## src/rtl/npu_pkg.sv

```systemverilog
// npu_pkg: constants and types shared by the NPU datapath blocks.
//   INT8_MIN / INT8_MAX  : signed INT8 output range
//   ACC_W_DEF            : default MAC accumulator width
//   MULT_W_DEF           : default requant multiplier width
//   SHIFT_W_DEF          : default requant shift-amount width
//   VAL_W                : width of the product carried in beat_t
//   beat_t               : per-beat record entering the requant round/clamp stage
// Optional feature macro consumed by users of this package: REQUANT_RELU_EN.
package npu_pkg;

  localparam int unsigned ACC_W_DEF   = 32;
  localparam int unsigned MULT_W_DEF  = 16;
  localparam int unsigned SHIFT_W_DEF = 6;

  // Full-precision (acc + bias) * mult never overflows at this width.
  localparam int unsigned VAL_W = ACC_W_DEF + MULT_W_DEF + 1;

  localparam logic signed [7:0] INT8_MIN = 8'sh80;
  localparam logic signed [7:0] INT8_MAX = 8'sh7F;

  typedef struct packed {
    logic signed [VAL_W-1:0]   value;
    logic [SHIFT_W_DEF-1:0]    shift;
    logic signed [7:0]         zp;
    logic                      relu;
  } beat_t;

endpackage

```

## src/rtl/requant_round_sat.sv

```systemverilog
// requant_round_sat: combinational final requant stage.
//   value : signed full-precision product
//   shift : arithmetic right-shift amount (0..47 meaningful)
//   zp    : signed output zero point
//   relu  : raise the lower clamp bound to zp (only driven when REQUANT_RELU_EN is defined)
//   data  : signed INT8 result
//   sat   : clamping changed the value (not set for the relu lower bound)
// Rounding is round-half-up toward +inf: (value + 2^(shift-1)) >>> shift, or value when shift=0.
module requant_round_sat
  import npu_pkg::*;
#(
  parameter int unsigned VALUE_W = VAL_W,
  parameter int unsigned SHIFT_W = SHIFT_W_DEF
) (
  input  logic signed [VALUE_W-1:0] value,
  input  logic        [SHIFT_W-1:0] shift,
  input  logic signed [7:0]         zp,
  input  logic                      relu,
  output logic signed [7:0]         data,
  output logic                      sat
);

  // One extra bit absorbs the rounding increment, one more the zero-point add.
  localparam int unsigned R_W = VALUE_W + 1;
  localparam int unsigned V_W = VALUE_W + 2;

  logic signed [R_W-1:0] half;
  logic signed [R_W-1:0] rounded;
  logic signed [V_W-1:0] v;
  logic signed [V_W-1:0] lo;
  logic signed [V_W-1:0] hi;

  always_comb begin
    half = '0;
    if (shift != '0) begin
      half = R_W'(1) << (shift - 1'b1);
    end
    // half is zero when shift is zero, so one expression covers both cases.
    rounded = (R_W'(value) + half) >>> shift;
    v       = V_W'(rounded) + V_W'(zp);
    hi      = V_W'(INT8_MAX);
    lo      = relu ? V_W'(zp) : V_W'(INT8_MIN);

    data = v[7:0];
    sat  = 1'b0;
    if (v > hi) begin
      data = INT8_MAX;
      sat  = 1'b1;
    end else if (v < lo) begin
      data = lo[7:0];
      sat  = !relu;
    end
  end

endmodule

```

## src/rtl/requant_int8.sv

```systemverilog
// requant_int8: three-stage INT32 accumulator -> INT8 requantizer with valid/ready.
//   S1: sum  = acc_in + cfg_bias            (cfg_* captured with the beat)
//   S2: prod = sum * cfg_mult
//   S3: round/shift, add zero point, clamp  (requant_round_sat), registered to out_data
// Ports:
//   clk, rst_n            : clock, asynchronous active-low reset
//   in_valid / in_ready   : input handshake; in_ready = !out_valid || out_ready
//   acc_in, cfg_bias      : signed ACC_W accumulator and bias
//   cfg_mult, cfg_shift   : signed scale multiplier, arithmetic right shift (0..47)
//   cfg_zp                : signed output zero point
//   relu_en               : per-beat ReLU lower bound (present only with REQUANT_RELU_EN)
//   out_valid / out_ready : output handshake
//   out_data              : signed INT8 result
//   sat_cnt, cnt_clear    : saturating count of saturated output transfers, sync clear
// Configuration: define REQUANT_RELU_EN to add relu_en; otherwise lower bound is always -128.
// ACC_W + MULT_W + 1 must not exceed npu_pkg::VAL_W, and SHIFT_W must not exceed SHIFT_W_DEF.
module requant_int8
  import npu_pkg::*;
#(
  parameter int unsigned ACC_W   = ACC_W_DEF,
  parameter int unsigned MULT_W  = MULT_W_DEF,
  parameter int unsigned SHIFT_W = SHIFT_W_DEF
) (
  input  logic                      clk,
  input  logic                      rst_n,
  input  logic                      in_valid,
  output logic                      in_ready,
  input  logic signed [ACC_W-1:0]   acc_in,
  input  logic signed [ACC_W-1:0]   cfg_bias,
  input  logic signed [MULT_W-1:0]  cfg_mult,
  input  logic        [SHIFT_W-1:0] cfg_shift,
  input  logic signed [7:0]         cfg_zp,
`ifdef REQUANT_RELU_EN
  input  logic                      relu_en,
`endif
  output logic                      out_valid,
  input  logic                      out_ready,
  output logic signed [7:0]         out_data,
  output logic [15:0]               sat_cnt,
  input  logic                      cnt_clear
);

  localparam int unsigned SUM_W  = ACC_W + 1;
  localparam int unsigned PROD_W = ACC_W + MULT_W + 1;

  logic en;
  logic in_relu;

  logic                      s1_valid;
  logic signed [SUM_W-1:0]   s1_sum;
  logic signed [MULT_W-1:0]  s1_mult;
  logic        [SHIFT_W-1:0] s1_shift;
  logic signed [7:0]         s1_zp;
  logic                      s1_relu;

  logic signed [PROD_W-1:0]  prod;

  logic                      s2_valid;
  beat_t                     s2_beat;

  logic signed [7:0]         rs_data;
  logic                      rs_sat;
  logic                      out_sat;

  // The whole pipeline moves together; it only stalls when a result is stuck at the output.
  assign en       = !out_valid || out_ready;
  assign in_ready = en;

`ifdef REQUANT_RELU_EN
  assign in_relu = relu_en;
`else
  assign in_relu = 1'b0;
`endif

  always_ff @(posedge clk or negedge rst_n) begin
    if (!rst_n) begin
      s1_valid <= 1'b0;
      s1_sum   <= '0;
      s1_mult  <= '0;
      s1_shift <= '0;
      s1_zp    <= '0;
      s1_relu  <= 1'b0;
    end else if (en) begin
      s1_valid <= in_valid;
      if (in_valid) begin
        s1_sum   <= SUM_W'(acc_in) + SUM_W'(cfg_bias);
        s1_mult  <= cfg_mult;
        s1_shift <= cfg_shift;
        s1_zp    <= cfg_zp;
        s1_relu  <= in_relu;
      end
    end
  end

  assign prod = PROD_W'(s1_sum) * PROD_W'(s1_mult);

  always_ff @(posedge clk or negedge rst_n) begin
    if (!rst_n) begin
      s2_valid <= 1'b0;
      s2_beat  <= '0;
    end else if (en) begin
      s2_valid <= s1_valid;
      if (s1_valid) begin
        s2_beat.value <= VAL_W'(prod);
        s2_beat.shift <= SHIFT_W_DEF'(s1_shift);
        s2_beat.zp    <= s1_zp;
        s2_beat.relu  <= s1_relu;
      end
    end
  end

  requant_round_sat #(
    .VALUE_W (VAL_W),
    .SHIFT_W (SHIFT_W_DEF)
  ) u_round_sat (
    .value (s2_beat.value),
    .shift (s2_beat.shift),
    .zp    (s2_beat.zp),
    .relu  (s2_beat.relu),
    .data  (rs_data),
    .sat   (rs_sat)
  );

  always_ff @(posedge clk or negedge rst_n) begin
    if (!rst_n) begin
      out_valid <= 1'b0;
      out_data  <= '0;
      out_sat   <= 1'b0;
    end else if (en) begin
      out_valid <= s2_valid;
      if (s2_valid) begin
        out_data <= rs_data;
        out_sat  <= rs_sat;
      end
    end
  end

  always_ff @(posedge clk or negedge rst_n) begin
    if (!rst_n) begin
      sat_cnt <= '0;
    end else if (cnt_clear) begin
      sat_cnt <= '0;
    end else if (out_valid && out_ready && out_sat && (sat_cnt != 16'hFFFF)) begin
      sat_cnt <= sat_cnt + 16'd1;
    end
  end

endmodule

```

## config.mk

```make
export PLATFORM = sky130hd
export DESIGN_NAME = requant_int8
export DESIGN_NICKNAME = d
export VERILOG_FILES = /design/src/rtl/npu_pkg.sv /design/src/rtl/requant_round_sat.sv /design/src/rtl/requant_int8.sv
export SDC_FILE = /design/constraint.sdc
export NUM_CORES = 2
export LEC_CHECK = 0
export ABC_AREA = 1
export ABC_CLOCK_PERIOD_IN_PS = 15900
export CAP_MARGIN = 10
export CORE_MARGIN = 3
export CORE_UTILIZATION = 50
export CTS_BUF_LIST = sky130_fd_sc_hd__clkbuf_2 sky130_fd_sc_hd__clkbuf_4 sky130_fd_sc_hd__clkbuf_8
export CTS_CLUSTER_SIZE = 12
export DETAILED_ROUTE_END_ITERATION = 8
export PLACE_DENSITY = 0.67
export SETUP_SLACK_MARGIN = 0.15
export SLEW_MARGIN = 10
export SYNTH_ARGS = -nofsm -noshare
export SYNTH_HDL_FRONTEND = slang
export SYNTH_SLANG_ARGS = --single-unit
```

## constraint.sdc

```tcl
create_clock -name clk -period 15.9 [get_ports clk]
set_input_delay 4.77 -clock clk [delete_from_list [all_inputs] [get_ports clk]]
set_output_delay 4.77 -clock clk [all_outputs]
set_load 0.05 [all_outputs]
```

==> summary.md <==
| Metric | Value |
|---|---|
| Status | `completed` |
| Register area share after synthesis | `0.09784` |
| Final #Nets | `slightly below 7000` |
| Post-CTS Setup Inserts | `0` |
| Clock H-tree levels | `4` |
| Most frequent CP cell | `clkdlybuf4s50_1` |
| Detailed Routing Iterations Pass 1 | `6` |
| Fmax | `89.12 MHz` |
| Instance count of the mapped netlist | `6108` |
| # clock sinks | `154` |
| Row cnt | `102` |
| Flop2flop setup slack | `6.75 ns` |
| WL final | `128.7 mm` |
| Number of global-route vias before repair | `37410` |
| Die width | `286.7 um` |
| Post-CTS Hold Buffers | `0` |
| Mux cell area share after synthesis | `0.001017` |
| Detailed router's first-iteration violation count | `around 2900` |
| RePlAce Congestion | `a little under 1` |
| Fin crit period | `between 10 and 15 ns` |
| Worst Path Required | `11.13 ns` |
| Overflow after GRT | `0` |
| Setup_tns | `0 ns` |
| DIE AREA | `0.08218 mm2` |
| Post-Synth Simple-Gate Area | `0.3276` |
| Initial antenna violation count | `1` |
| Critical path class | `in -> out` |
| Post-synth EDFFs | `0` |
| Worst Setup End Kind | `output port` |
| Endpoints failing hold | `0` |
| Via density | `5.333` |
| Initial core utilization | `0.5068` |
| Clock-pin slew on the worst setup and hold paths | `0.09 ns` |
| First-pass GRT wire length | `205.0 mm` |
| Finish-stage setup viols | `0` |
| WP data arrival | `6.45 ns` |
| Most numerous cell in the Yosys netlist | `nand2_1` |
| DP Cell Count | `7095` |
| Adder-cell share of the synthesized area | `0.3344` |
| Hold wc startpoint | `s1_shift[5]` |
| Worst min-delay path class | `reg -> reg` |
| Unrepaired setup endpoints after global routing | `false` |
| Worst setup slack after layout | `between 4 and 5 ns` |
| Post-route DRC | `0` |
| Clk_lat worst skew | `between 0.5 and 0.6 ns` |
| FF+latch count, synth | `154` |
| Crit path launch | `out_ready` |
| Final worst-path cycle share | `0.7057` |
| Library cells used by synthesis | `between 50 and 60` |
| Async SR Flop Fraction | `1.000` |
| Slew @ Worst Pin | `1.081 ns` |
| Core Region | `0.07772 mm2` |
| Max-slew violations | `0` |
| Die span in y | `about 290 um` |
| Synth top area cells | `fa_1 26%, nand2_1 18%, inv_1 12%, dfrtp_1 9.8%, ha_1 7.9%` |
| Ys flop type | `dfrtp_1` |
| Top-area cell type share of the netlist area | `0.2557` |
| Bufs and invs on worst path | `3` |
| MaxCap Viol Count | `0` |
| CTS root buf | `clkbuf_8` |
| FF-to-FF Start | `s2_beat[10]` |
| Pre-CTS setup slack | `4.697 ns` |
| TritonCTS clock tree | `yes` |
| Combinational family with the most area after synthesis | `adder cells` |
| Critical path's top delay family | `buffers and inverters` |
| Largest area contributor in the netlist | `fa_1` |
| GR Util All Layers | `0.3172` |
| # fillers | `7995` |
| Critical path fanouts, max | `5` |
| Synth Area in Compound Gates | `0.07360` |
| Clk buf depth | `2` |
| Synth Warn # | `0` |
| Top cells by count, synth | `1923 x nand2_1, 1285 x inv_1, 503 x fa_1, 485 x nand3_1, 347 x nor2_1` |
| Non-Filler Instances | `about 7000` |
| Post-cts repair resize count | `0` |
| Syn_area_per_cell | `6.449 um2` |
| Mapped Area | `between 0.03 and 0.04 mm2` |
| Crit-path slowest cell | `clkdlybuf4s50_1` |
| Total number of vias | `about 38000` |
| Crit path largest cell delay | `0.75 ns` |
| Cells along the critical path | `clkdlybuf4s50_1, nor2_1, inv_1, clkdlybuf4s50_1` |
| Post-DRT Antenna Nets | `0` |
| PortBufs | `about 120` |
| I/O pin count | `125` |
| Share of the core filled with cells | `0.5393` |
| Detailed placement HPWL | `~100 mm` |
| Inserted Clock Buffers | `17` |
| Area of the multi-input gates | `0.02981 mm2` |
| Synth-to-Final Area Change | `6.417%` |
| Startpoint types | `input pin` |
| WL/cell | `18.05 um` |
| Post-synth net total | `6958` |
| Max-slew headroom | `0.2795` |
| XOR/XNOR Fraction of Synth Area | `0.01957` |
| Share of cells above drive strength 1 | `0.03794` |
| Fin Clk Skew | `between 0.03 and 0.04 ns` |
| Largest net degree at the start of global routing | `86` |
| Register Area | `0.003855 mm2` |
==> cell type report <==
cell class	count	area share
Sequential cell	154	0.09197
Multi-Input combinational cell	4428	0.7111
Clock buffer	17	0.005582
Clock inverter	15	0.005284
Inverter	1305	0.1169
Tap cell	1040	0.03104
Timing Repair Buffer	169	0.03800
Antenna cell	1	0.00005970
==> placed cells by master, fill, tap and decap left out, drive strengths merged, types with 5 or more instances in the layout <==
cell type      netlist  layout
clkdlybuf4s50        0     123
fa                 503     503
a21oi              246     246
nor3                54      54
o21a                12      12
nand2             1947    1947
nand3b              22      22
dfrtp              154     154
or2                 58      58
nand3              496     496
xnor2               45      45
ha                 248     248
clkbuf             186      17
and3                15      15
o21bai              14      14
a31oi               35      35
inv               1301    1312
o211ai              12      12
and2                10      10
nor4                16      16
a21o                11      11
buf                 35      46
xor2                43      43
a21boi               5       5
o21ai              179     179
nor2               372     372
nand4               66      66
==> tightest hold or removal path, cell delays in order, from the launching register on <==
cell and delay [ns]:
dfrtp_1 0.35, nand2_1 0.05, nand2_1 0.06
==> routing by layer <==
layer	routed length, um	track usage	up-vias
met1	54700	0.4144	18010
met4	5127	0.1190	0
met2	61510	0.5455	1269
li1	-	-	18490
met5	0	0	-
met3	7373	0.03034	254
==> sequential cells by signal, indices dropped and copies added, names as in the netlist <==
register,flops
s1_sum,33
out_sat,1
s2_beat,63
s1_valid,1
s1_shift,6
out_valid,1
s1_zp,8
s2_valid,1
s1_mult,16
out_data,8
sat_cnt,16
==> stage by stage <==
stage                     hold WS [ns]  instance area (um2)
after global routing            0.5139                41920
after CTS                       0.4917                41890
after floorplan                 0.4417                39390
final                           0.4887                41920
after detailed placement        0.4635                41440
after global placement          0.4603                41440
==> cell families after synthesis <==
group | after synthesis
AOI/OAI and AO/OA | 528
adders and majority gates | 751
and+or+nand+nor | 3057
xor gates and xnor gates | 88
DFF | 154
muxes | 4
buffers and inverters | 1526
==> path summary, 6_finish.rpt <==
check	depth (start not counted)	end
min in group asynchronous	1	s1_sum[17]
setup / recovery	4	in_ready
setup reg to reg	46	out_data[3]
hold / removal	2	s1_shift[5]
hold reg to reg	2	s1_shift[5]
max in group asynchronous	2	s2_beat[12]
Power is not shown: default switching activity piles up to over one toggle a cycle in this logic, so the estimate is an artifact.
